[config.mk]
export PLATFORM = sky130hd
export DESIGN_NAME = spi_command_decoder
export DESIGN_NICKNAME = d
export VERILOG_FILES = /design/src/rtl/spi_command_decoder.sv
export SDC_FILE = /design/constraint.sdc
export NUM_CORES = 1
export LEC_CHECK = 0
export ABC_CLOCK_PERIOD_IN_PS = 5800
export CAP_MARGIN = 20
export CORE_MARGIN = 2
export CORE_UTILIZATION = 29
export DETAILED_ROUTE_END_ITERATION = 6
export PLACE_DENSITY = 0.55
export SLEW_MARGIN = 5
export SYNTH_ARGS = -nofsm -noshare
export SYNTH_HDL_FRONTEND = slang
export SYNTH_SLANG_ARGS = --single-unit
[constraint.sdc]
create_clock -name clk -period 5.8 [get_ports clk]
set_input_delay 0.58 -clock clk [delete_from_list [all_inputs] [get_ports clk]]
set_output_delay 0.58 -clock clk [all_outputs]
set_load 0.05 [all_outputs]
[src/rtl/spi_command_decoder.sv]
// spi_command_decoder: frames the SPI byte stream into motion commands
// (SYNC, CMD, LEN, payload, checksum), queues validated frames in a small
// command FIFO and returns a registered status byte to the SPI shifter.
// Optional build macro: SPI_CMD_DECODER_CRC8_EN selects CRC-8 (poly 0x07)
// as the frame checksum instead of the default 8-bit XOR.
module spi_command_decoder #(
  parameter int unsigned WordBits   = 8,
  parameter int unsigned MaxPayload = 8,
  parameter int unsigned FifoDepth  = 4,
  parameter logic [7:0]  SyncByte   = 8'hA5
) (
  input  logic                    clk,
  input  logic                    rst_n,
  input  logic                    word_ready,
  input  logic [WordBits-1:0]     data_word_received,
  input  logic                    cs,
  output logic [WordBits-1:0]     data_word_to_send,
  input  logic                    err_clear,
  output logic                    cmd_valid,
  input  logic                    cmd_ready,
  output logic [7:0]              cmd_opcode,
  output logic [3:0]              cmd_len,
  output logic [8*MaxPayload-1:0] cmd_payload
);

  localparam int unsigned PayW = 8 * MaxPayload;
  localparam int unsigned PtrW = (FifoDepth > 1) ? $clog2(FifoDepth) : 1;
  localparam int unsigned CntW = 3;
  localparam int unsigned IdxW = 4;

  typedef enum logic [2:0] {
    S_IDLE,
    S_CMD,
    S_LEN,
    S_PAYLOAD,
    S_CHECK
  } state_t;

  // One-byte checksum step; a CMD byte is folded into a zero seed.
  function automatic logic [7:0] chk_update(input logic [7:0] acc, input logic [7:0] b);
`ifdef SPI_CMD_DECODER_CRC8_EN
    logic [7:0] c;
    c = acc ^ b;
    for (int i = 0; i < 8; i++) begin
      c = c[7] ? ({c[6:0], 1'b0} ^ 8'h07) : {c[6:0], 1'b0};
    end
    return c;
`else
    return acc ^ b;
`endif
  endfunction

  // Pointer increment wrapping modulo FifoDepth.
  function automatic logic [PtrW-1:0] ptr_inc(input logic [PtrW-1:0] p);
    return (p == PtrW'(FifoDepth - 1)) ? '0 : PtrW'(p + 1'b1);
  endfunction

  logic [7:0]      rx_byte;
  state_t          state_q, state_d;
  logic [7:0]      opcode_q;
  logic [3:0]      len_q;
  logic [7:0]      chk_q;
  logic [IdxW-1:0] idx_q;
  logic [PayW-1:0] staging_q;
  logic            len_err_c, chk_err_c, frame_ok_c;

  logic [7:0]      fifo_op  [FifoDepth];
  logic [3:0]      fifo_len [FifoDepth];
  logic [PayW-1:0] fifo_pay [FifoDepth];
  logic [PtrW-1:0] rd_ptr_q, rd_ptr_d, wr_ptr_q, wr_ptr_d;
  logic [CntW-1:0] count_q, count_d;
  logic            full_c, pop_c, push_c, ovf_c;
  logic [7:0]      head_op_d;
  logic [3:0]      head_len_d;
  logic [PayW-1:0] head_pay_d;
  logic            err_len_q, err_chk_q, err_ovf_q;
  logic            err_len_d, err_chk_d, err_ovf_d;
  logic [7:0]      status_d;

  assign rx_byte = 8'(data_word_received);

  // Parser state register.
  always_ff @(posedge clk or negedge rst_n) begin
    if (!rst_n) state_q <= S_IDLE;
    else        state_q <= state_d;
  end

  // Parser next state and per-strobe frame events; cs overrides everything.
  always_comb begin
    state_d    = state_q;
    len_err_c  = 1'b0;
    chk_err_c  = 1'b0;
    frame_ok_c = 1'b0;
    if (cs) begin
      state_d = S_IDLE;
    end else if (word_ready) begin
      case (state_q)
        S_IDLE: if (rx_byte == SyncByte) state_d = S_CMD;
        S_CMD:  state_d = S_LEN;
        S_LEN: begin
          if (rx_byte > 8'(MaxPayload)) begin
            len_err_c = 1'b1;
            state_d   = S_IDLE;
          end else if (rx_byte == 8'h00) begin
            state_d = S_CHECK;
          end else begin
            state_d = S_PAYLOAD;
          end
        end
        S_PAYLOAD: if (idx_q == IdxW'(len_q - 4'd1)) state_d = S_CHECK;
        S_CHECK: begin
          if (rx_byte != chk_q) chk_err_c  = 1'b1;
          else                  frame_ok_c = 1'b1;
          state_d = S_IDLE;
        end
        default: state_d = S_IDLE;
      endcase
    end
  end

  // Frame staging: opcode, length, running checksum and payload bytes.
  always_ff @(posedge clk or negedge rst_n) begin
    if (!rst_n) begin
      opcode_q  <= '0;
      len_q     <= '0;
      chk_q     <= '0;
      idx_q     <= '0;
      staging_q <= '0;
    end else if (cs) begin
      staging_q <= '0;
      idx_q     <= '0;
    end else if (word_ready) begin
      case (state_q)
        S_CMD: begin
          opcode_q <= rx_byte;
          chk_q    <= chk_update(8'h00, rx_byte);
        end
        S_LEN: begin
          if (rx_byte <= 8'(MaxPayload)) begin
            len_q     <= rx_byte[3:0];
            chk_q     <= chk_update(chk_q, rx_byte);
            staging_q <= '0;
            idx_q     <= '0;
          end
        end
        S_PAYLOAD: begin
          for (int i = 0; i < int'(MaxPayload); i++) begin
            if (idx_q == IdxW'(i)) staging_q[8*i +: 8] <= rx_byte;
          end
          chk_q <= chk_update(chk_q, rx_byte);
          idx_q <= IdxW'(idx_q + 1'b1);
        end
        default: ;
      endcase
    end
  end

  // FIFO bookkeeping, next head contents, sticky errors and status byte.
  always_comb begin
    full_c   = (count_q == CntW'(FifoDepth));
    pop_c    = cmd_valid & cmd_ready;
    push_c   = frame_ok_c & (~full_c | pop_c);
    ovf_c    = frame_ok_c & full_c & ~pop_c;
    count_d  = CntW'(count_q + CntW'(push_c) - CntW'(pop_c));
    rd_ptr_d = pop_c  ? ptr_inc(rd_ptr_q) : rd_ptr_q;
    wr_ptr_d = push_c ? ptr_inc(wr_ptr_q) : wr_ptr_q;

    head_op_d  = '0;
    head_len_d = '0;
    head_pay_d = '0;
    if (count_d != '0) begin
      if (push_c && (CntW'(count_q - CntW'(pop_c)) == '0)) begin
        head_op_d  = opcode_q;
        head_len_d = len_q;
        head_pay_d = staging_q;
      end else begin
        head_op_d  = fifo_op[rd_ptr_d];
        head_len_d = fifo_len[rd_ptr_d];
        head_pay_d = fifo_pay[rd_ptr_d];
      end
    end

    err_len_d = len_err_c | (err_len_q & ~err_clear);
    err_chk_d = chk_err_c | (err_chk_q & ~err_clear);
    err_ovf_d = ovf_c     | (err_ovf_q & ~err_clear);
    status_d  = {(count_d == CntW'(FifoDepth)), (count_d == '0),
                 err_len_d, err_chk_d, err_ovf_d, count_d};
  end

  // FIFO storage; entries are only read while they hold a valid command.
  always_ff @(posedge clk) begin
    if (push_c) begin
      fifo_op[wr_ptr_q]  <= opcode_q;
      fifo_len[wr_ptr_q] <= len_q;
      fifo_pay[wr_ptr_q] <= staging_q;
    end
  end

  // Pointers, occupancy, errors and registered outputs.
  always_ff @(posedge clk or negedge rst_n) begin
    if (!rst_n) begin
      rd_ptr_q          <= '0;
      wr_ptr_q          <= '0;
      count_q           <= '0;
      err_len_q         <= 1'b0;
      err_chk_q         <= 1'b0;
      err_ovf_q         <= 1'b0;
      cmd_valid         <= 1'b0;
      cmd_opcode        <= '0;
      cmd_len           <= '0;
      cmd_payload       <= '0;
      data_word_to_send <= WordBits'(8'h40);
    end else begin
      rd_ptr_q          <= rd_ptr_d;
      wr_ptr_q          <= wr_ptr_d;
      count_q           <= count_d;
      err_len_q         <= err_len_d;
      err_chk_q         <= err_chk_d;
      err_ovf_q         <= err_ovf_d;
      cmd_valid         <= (count_d != '0);
      cmd_opcode        <= head_op_d;
      cmd_len           <= head_len_d;
      cmd_payload       <= head_pay_d;
      data_word_to_send <= WordBits'(status_d);
    end
  end

endmodule

== After elaboration in Yosys (flattened, before gate mapping) ==
Memory sizes are Yosys's and may differ from the RTL's.
Cells that the tools add are included.

* Register bits: 186
* Bits in latches: 0
* RAM bits: 304
* Bits in read-only memories: 0
* Bits of input ports: 14
* Output and inout port bits: 85
* Memories: 3

{| class="wikitable"
|+ Memories
! name !! words !! width !! rd ports !! clocked after Yosys merged registers in !! wr ports !! line !! source
|-
| fifo_pay || 4 || 64 || 1 || 0 || 1 || 69 || <nowiki>logic [PayW-1:0] fifo_pay [FifoDepth];</nowiki>
|-
| fifo_op || 4 || 8 || 1 || 0 || 1 || 67 || <nowiki>logic [7:0] fifo_op [FifoDepth];</nowiki>
|-
| fifo_len || 4 || 4 || 1 || 0 || 1 || 68 || <nowiki>logic [3:0] fifo_len [FifoDepth];</nowiki>
|}

* $add $sub $neg: 7
* Multipliers: 0
* Div/mod/pow operators: 0
* Magnitude comparators: 2
* Equality and inequality tests: 30
* Shift-type cells: 0
* Muxes and demuxes: 48
* Bitwise operators: 16
* Reductions and logical operators: 23

{| class="wikitable"
|+ Operators with widths
! kind !! count
|-
| 64-bit 2-to-1 mux || 5
|-
| 64-bit case mux with 2 select lines || 1
|-
| 8-bit 2-to-1 mux || 11
|-
| 4-bit AND reduction || 10
|-
| 3-bit inequality test, second input constant || 11
|-
| 8-bit case mux with 3 select lines || 1
|-
| 4-bit 2-to-1 mux || 5
|-
| 3-bit 2-to-1 mux || 6
|-
| 4-bit by 3-bit == test with 1-bit output, second input constant || 4
|-
| 1-bit 2-to-1 mux || 14
|-
| 3-bit case mux with 4 select lines || 1
|-
| 3-bit == test, second input constant || 3
|-
| 3-bit zero test || 3
|-
| 3-bit AND reduction || 3
|-
| 3-bit nonzero test || 3
|-
| 4-bit by 2-bit == test with 1-bit output, second input constant || 2
|-
| 8-bit == test, second input constant || 1
|-
| 8-bit by 4-bit greater-than comparator with 1-bit output, second input constant || 1
|-
| 8-bit by 4-bit less-or-equal comparator with 1-bit output, second input constant || 1
|-
| 8-bit zero test || 1
|-
| 8-bit inequality test || 1
|-
| 4-bit case mux with 2 select lines || 1
|-
| 8-bit XOR || 1
|-
| 1-bit bitwise AND || 7
|-
| other kinds (17) || 29
|}

== Depth between registers and ports, before layout ==
* Word-level depth: 10
* Depth in mapped cells: 19
* Depth with buffers taken out: 15

== Worst setup path after synthesis ==
No wires, ideal clock.

* Kind: in2reg
* From: input data_word_received[7]
* To: register cmd_payload[23]
* Setup time: 0.138 ns
* Arrival: 4.079 ns
* Setup slack: 1.583 ns
* Stages: 19
* Path buffers: 4
* Cells stage by stage: clkbuf_1 -> xor2_1 -> nor4_1 -> nand3_1 -> a21oi_1 -> inv_1 -> ha_1 -> inv_1 -> ha_1 -> inv_1 -> fa_1 -> xnor2_1 -> xnor2_1 -> or3_1 -> clkbuf_1 -> nand2_1 -> buf_2 -> buf_2 -> o22ai_1

* Longest elaborated chain between the ends: 10

{| class="wikitable"
|+ Ends and longest elaborated chain
! element !! line !! source
|-
| start: declaration || 15 || <nowiki>input logic [WordBits-1:0] data_word_received,</nowiki>
|-
| 8-bit inequality test || 112 || <nowiki>if (rx_byte != chk_q) chk_err_c = 1'b1;</nowiki>
|-
| 1-bit 2-to-1 mux || 112 ||
|-
| 1-bit 2-to-1 mux || 97 || <nowiki>case (state_q)</nowiki>
|-
| 1-bit 2-to-1 mux || 96 || <nowiki>end else if (word_ready) begin</nowiki>
|-
| 1-bit 2-to-1 mux || 94 || <nowiki>if (cs) begin</nowiki>
|-
| 1-bit bitwise AND || 162 || <nowiki>push_c = frame_ok_c & (~full_c | pop_c);</nowiki>
|-
| 3-bit by 1-bit adder with 3-bit output || 164 || <nowiki>count_d = CntW'(count_q + CntW'(push_c) - CntW'(pop_c));</nowiki>
|-
| 3-bit by 1-bit subtractor with 3-bit output || 164 ||
|-
| net count_d[2] || 71 || <nowiki>logic [CntW-1:0] count_q, count_d;</nowiki>
|-
| 3-bit nonzero test || 171 || <nowiki>if (count_d != '0) begin</nowiki>
|-
| 64-bit 2-to-1 mux || 171 ||
|-
| net head_pay_d[23] || 75 || <nowiki>logic [PayW-1:0] head_pay_d;</nowiki>
|-
| end signal: assignment || 223 || <nowiki>cmd_payload <= head_pay_d;</nowiki>
|-
| end: declaration || 23 || <nowiki>output logic [8*MaxPayload-1:0] cmd_payload</nowiki>
|}

The timed path passes the listed nets, and every way through them passes these cells.
A chain may end at the register's enable or synchronous reset.

== Worst setup path in the final report ==
* From: input data_word_received[1]
* To: register cmd_opcode[7]

* Longest elaborated chain between the ends: 10

{| class="wikitable"
|+ Ends and longest elaborated chain
! element !! line !! source
|-
| 8-bit inequality test || 112 ||
|-
| 1-bit 2-to-1 mux || 112 ||
|-
| 1-bit 2-to-1 mux || 97 ||
|-
| 1-bit 2-to-1 mux || 96 ||
|-
| 1-bit 2-to-1 mux || 94 ||
|-
| 1-bit bitwise AND || 162 ||
|-
| 3-bit by 1-bit adder with 3-bit output || 164 ||
|-
| 3-bit by 1-bit subtractor with 3-bit output || 164 ||
|-
| net count_d[2] || 71 ||
|-
| 3-bit nonzero test || 171 ||
|-
| 8-bit 2-to-1 mux || 171 ||
|-
| net head_op_d[7] || 73 || <nowiki>logic [7:0] head_op_d;</nowiki>
|-
| end signal: assignment || 221 || <nowiki>cmd_opcode <= head_op_d;</nowiki>
|-
| end: declaration || 21 || <nowiki>output logic [7:0] cmd_opcode,</nowiki>
|}

The timed path passes the listed nets, and every way through them passes these cells.

==> flow_summary.ini <==
[run_status]
status = complete, but fails checks
violations = negative hold slack

[timing]
slew_headroom = 0.3555
tightest_slew_ps = 966.7
final_hold_viol_count = 2
drv_slew = 0
whs_ps = -0.7659
setup_tns_ps = 0
clock.fmax_mhz = 216.5
finClkSkew_ps = 16.93
fin_crit_ps = 4619
rsz0062_at_grt = no
fin_crit_sh = 0.7964
setup_violations = 0
layout_setup_ws_ps = 1181

[clock_tree]
cts_hold_buf = 0
root_buffer = clkbuf_16
path_clk_slew_ps = 60
numCtsBuffers = 52
cts_tree = done
clock-sinks = 484
clock_latency_ps = 600
clock_path_buffers = 3
cts-resized-gates = 0
cts_setup_buffers = 0
h-tree-depth = 2

[routing]
vias = 12200
dr.pass1.iters = 5
drc = 0
ant_nets = 0
routed_via_density = 5.123
wl_mm = 52.30
avgRoutedWirePerCell_um = 21.97
first_iter_violations = 1047

[grt]
antenna_found_initial = 0
grt_pass1_wl_mm = 78.81
grt_max_degree = 154
grt_pass1_vias = 12110
grt_use_total = 0.1526
grt_overflow = 0

[die]
fp.dieArea_um2 = 68650
die_h_um = 262.0
io_pins = 99
start_util = 0.2931
core_um2 = 65860
core.rowCount = 94
die_x_um = 262.0

[setup_path]
path_delay_family = buffers and inverters
crit_path_max_incr_delay_ps = 620
cp-start-kind = input port
required_ps = 6230
end_kind = flop
path_max_fanout = 37
path_class = input port to flop
arrival_ps = 5050
crit_top_cell = inv_1
path_buf_inv = 6
crit_chain = clkdlybuf4s50_1 -> xor2_1 -> nor4_1 -> nand3_1 -> a21oi_1 -> buf_4 -> inv_1 -> ha_1 -> inv_1 -> ha_1 -> inv_1 -> fa_1 -> xnor2_1 -> xnor2_1 -> or3_2 -> nand2_2 -> buf_4 -> o22ai_1
cp_slowest_cell = clkdlybuf4s50_1

[pwr]
irDropWorstVdd_mv = 0.4332
power.density_nw_per_um2 = 542.9
p_leak_nw = 8.623
power_mw = 12.49

[cells_and_area]
antenna_cells = 0
fin_nets = 1501
finalNonFillerCells = 2381
area_growth_pct = 19.20
fin_util = 0.3494
fillers = 6319
drive_gt1_frac = 0.1450
fin_area_um2 = 23010

[synthesis]
synth_top_area_frac = 0.4728
synth_most_common_cell = edfxtp_1
yosysTopAreaCell = edfxtp_1
synthCells = 1406
synth_ff_type = edfxtp_1
synth_area_leaders = edfxtp_1 (47%), dfrtp_1 (23%), nand2_1 (4.9%)
yosysSeqAreaShare = 0.7062
synth_seq_cells = 484
synth.net_count = 1434
synth_edf_count = 304
syn_area_per_cell_um2 = 13.73
ys_top_cells_by_count = edfxtp_1 (304), nand2_1 (253), dfrtp_1 (179), clkbuf_1 (86), a211oi_1 (78)
yosys.cell_types.count = 57
yosysWarnings = 0
async_reset_ff_frac = 0.3719
syn-cell-area_um2 = 19310

[hold_path]
hold_path.class = input port to asynchronous set/reset pin

[placed_design]
place_area_um2 = 21230
placed_cells = 2283
post-dp-hpwl_mm = 27.27
gp_congestion = 0.7602
pre_cts_ws_ps = 584.8
portBuffers = 98

[run]
maxCapViolations = 0
metal layers:
metal,part of all wire,vias to the layer above,wire length [um],global-route usage
met5,0,-,0,0
met4,0.017,0,897,0.03500
met3,0.052,60,2732,0.02720
met2,0.47,307,24820,0.2457
met1,0.46,6408,23840,0.2152
li1,-,5423,-,-
area by class of cell:
cell class	count	area [um2]	area share
flip-flops and latches	484	13630	0.5925
multi-input cells	786	5137	0.2232
clock buffers	77	1488	0.06464
repair buffers	127	1290	0.05605
well taps	864	1081	0.04697
clock inverters	21	295.3	0.01283
inverters	22	87.58	0.003806
state kept, by name (all words and copies together), names as in the netlist, 3 cells and up:
name and count:
fifo_pay 256, cmd_payload 64, staging_q 64, fifo_op 32
fifo_len 16, chk_q 8, cmd_opcode 8, opcode_q 8
data_word_to_send 6, cmd_len 4, idx_q 4, len_q 4
state_q 3
report_power, final:
| group | leakage [nW] | switching, mW | internal [mW] |
|---|---|---|---|
| Clock | 0.861 | 1.36 | 2.09 |
| Sequential | 5.39 | 0.316 | 4.08 |
| Combinational | 2.37 | 3.04 | 1.61 |
| Total | 8.62 | 4.71 | 7.78 |
cell usage in the layout (no fill, tap or decap), types with 4 or more instances in the layout:
cell type,instances
nand3_1,5
clkbuf_8,6
a211oi_1,78
bufinv_16,7
clkbuf_1,18
buf_4,22
o22ai_1,76
and3_1,76
mux2i_1,9
nand2_1,252
mux2_2,17
buf_12,7
inv_1,21
dfrtp_1,179
nand3b_1,4
nor2_1,9
clkdlybuf4s50_1,97
and2_4,4
o2bb2ai_1,9
a31o_1,8
and2_1,9
a21oi_1,20
nor4_1,4
clkinv_2,7
a31o_2,69
clkbuf_16,54
ha_1,13
a21oi_2,4
xnor2_1,10
edfxtp_1,304
xor2_1,9
a22o_1,57
nor3_1,4
logic make-up (layout without fill, tap and decap cells):
group                    count (synthesis)  in the layout  share of synthesized area
adder cells (fa/ha/maj)                 14             14                   0.009462
flip-flops                             484            484                     0.7062
multiplexers                            27             27                    0.01510
XOR/XNOR                                19             19                   0.008620
AND/OR/NAND/NOR                        389            389                    0.09410
buffers and inverters                  136            247                    0.02968
AO/OA/AOI/OAI                          337            337                     0.1368
path summary, 6_finish.rpt:
path	start	endpoint	slack, ps	cells after the start
worst min-delay path	rst_n	cmd_opcode[2]	-0.8	1
min in group clk	data_word_to_send[5]	data_word_to_send[5]	510	1
max in group asynchronous	rst_n	cmd_payload[26]	4650	2
worst max register to register	state_q[1]	cmd_opcode[7]	1400	17
worst max-delay path	data_word_received[1]	cmd_opcode[7]	1180	18
worst min register to register	data_word_to_send[5]	data_word_to_send[5]	510	1
Power figures use the tool's default switching activity.
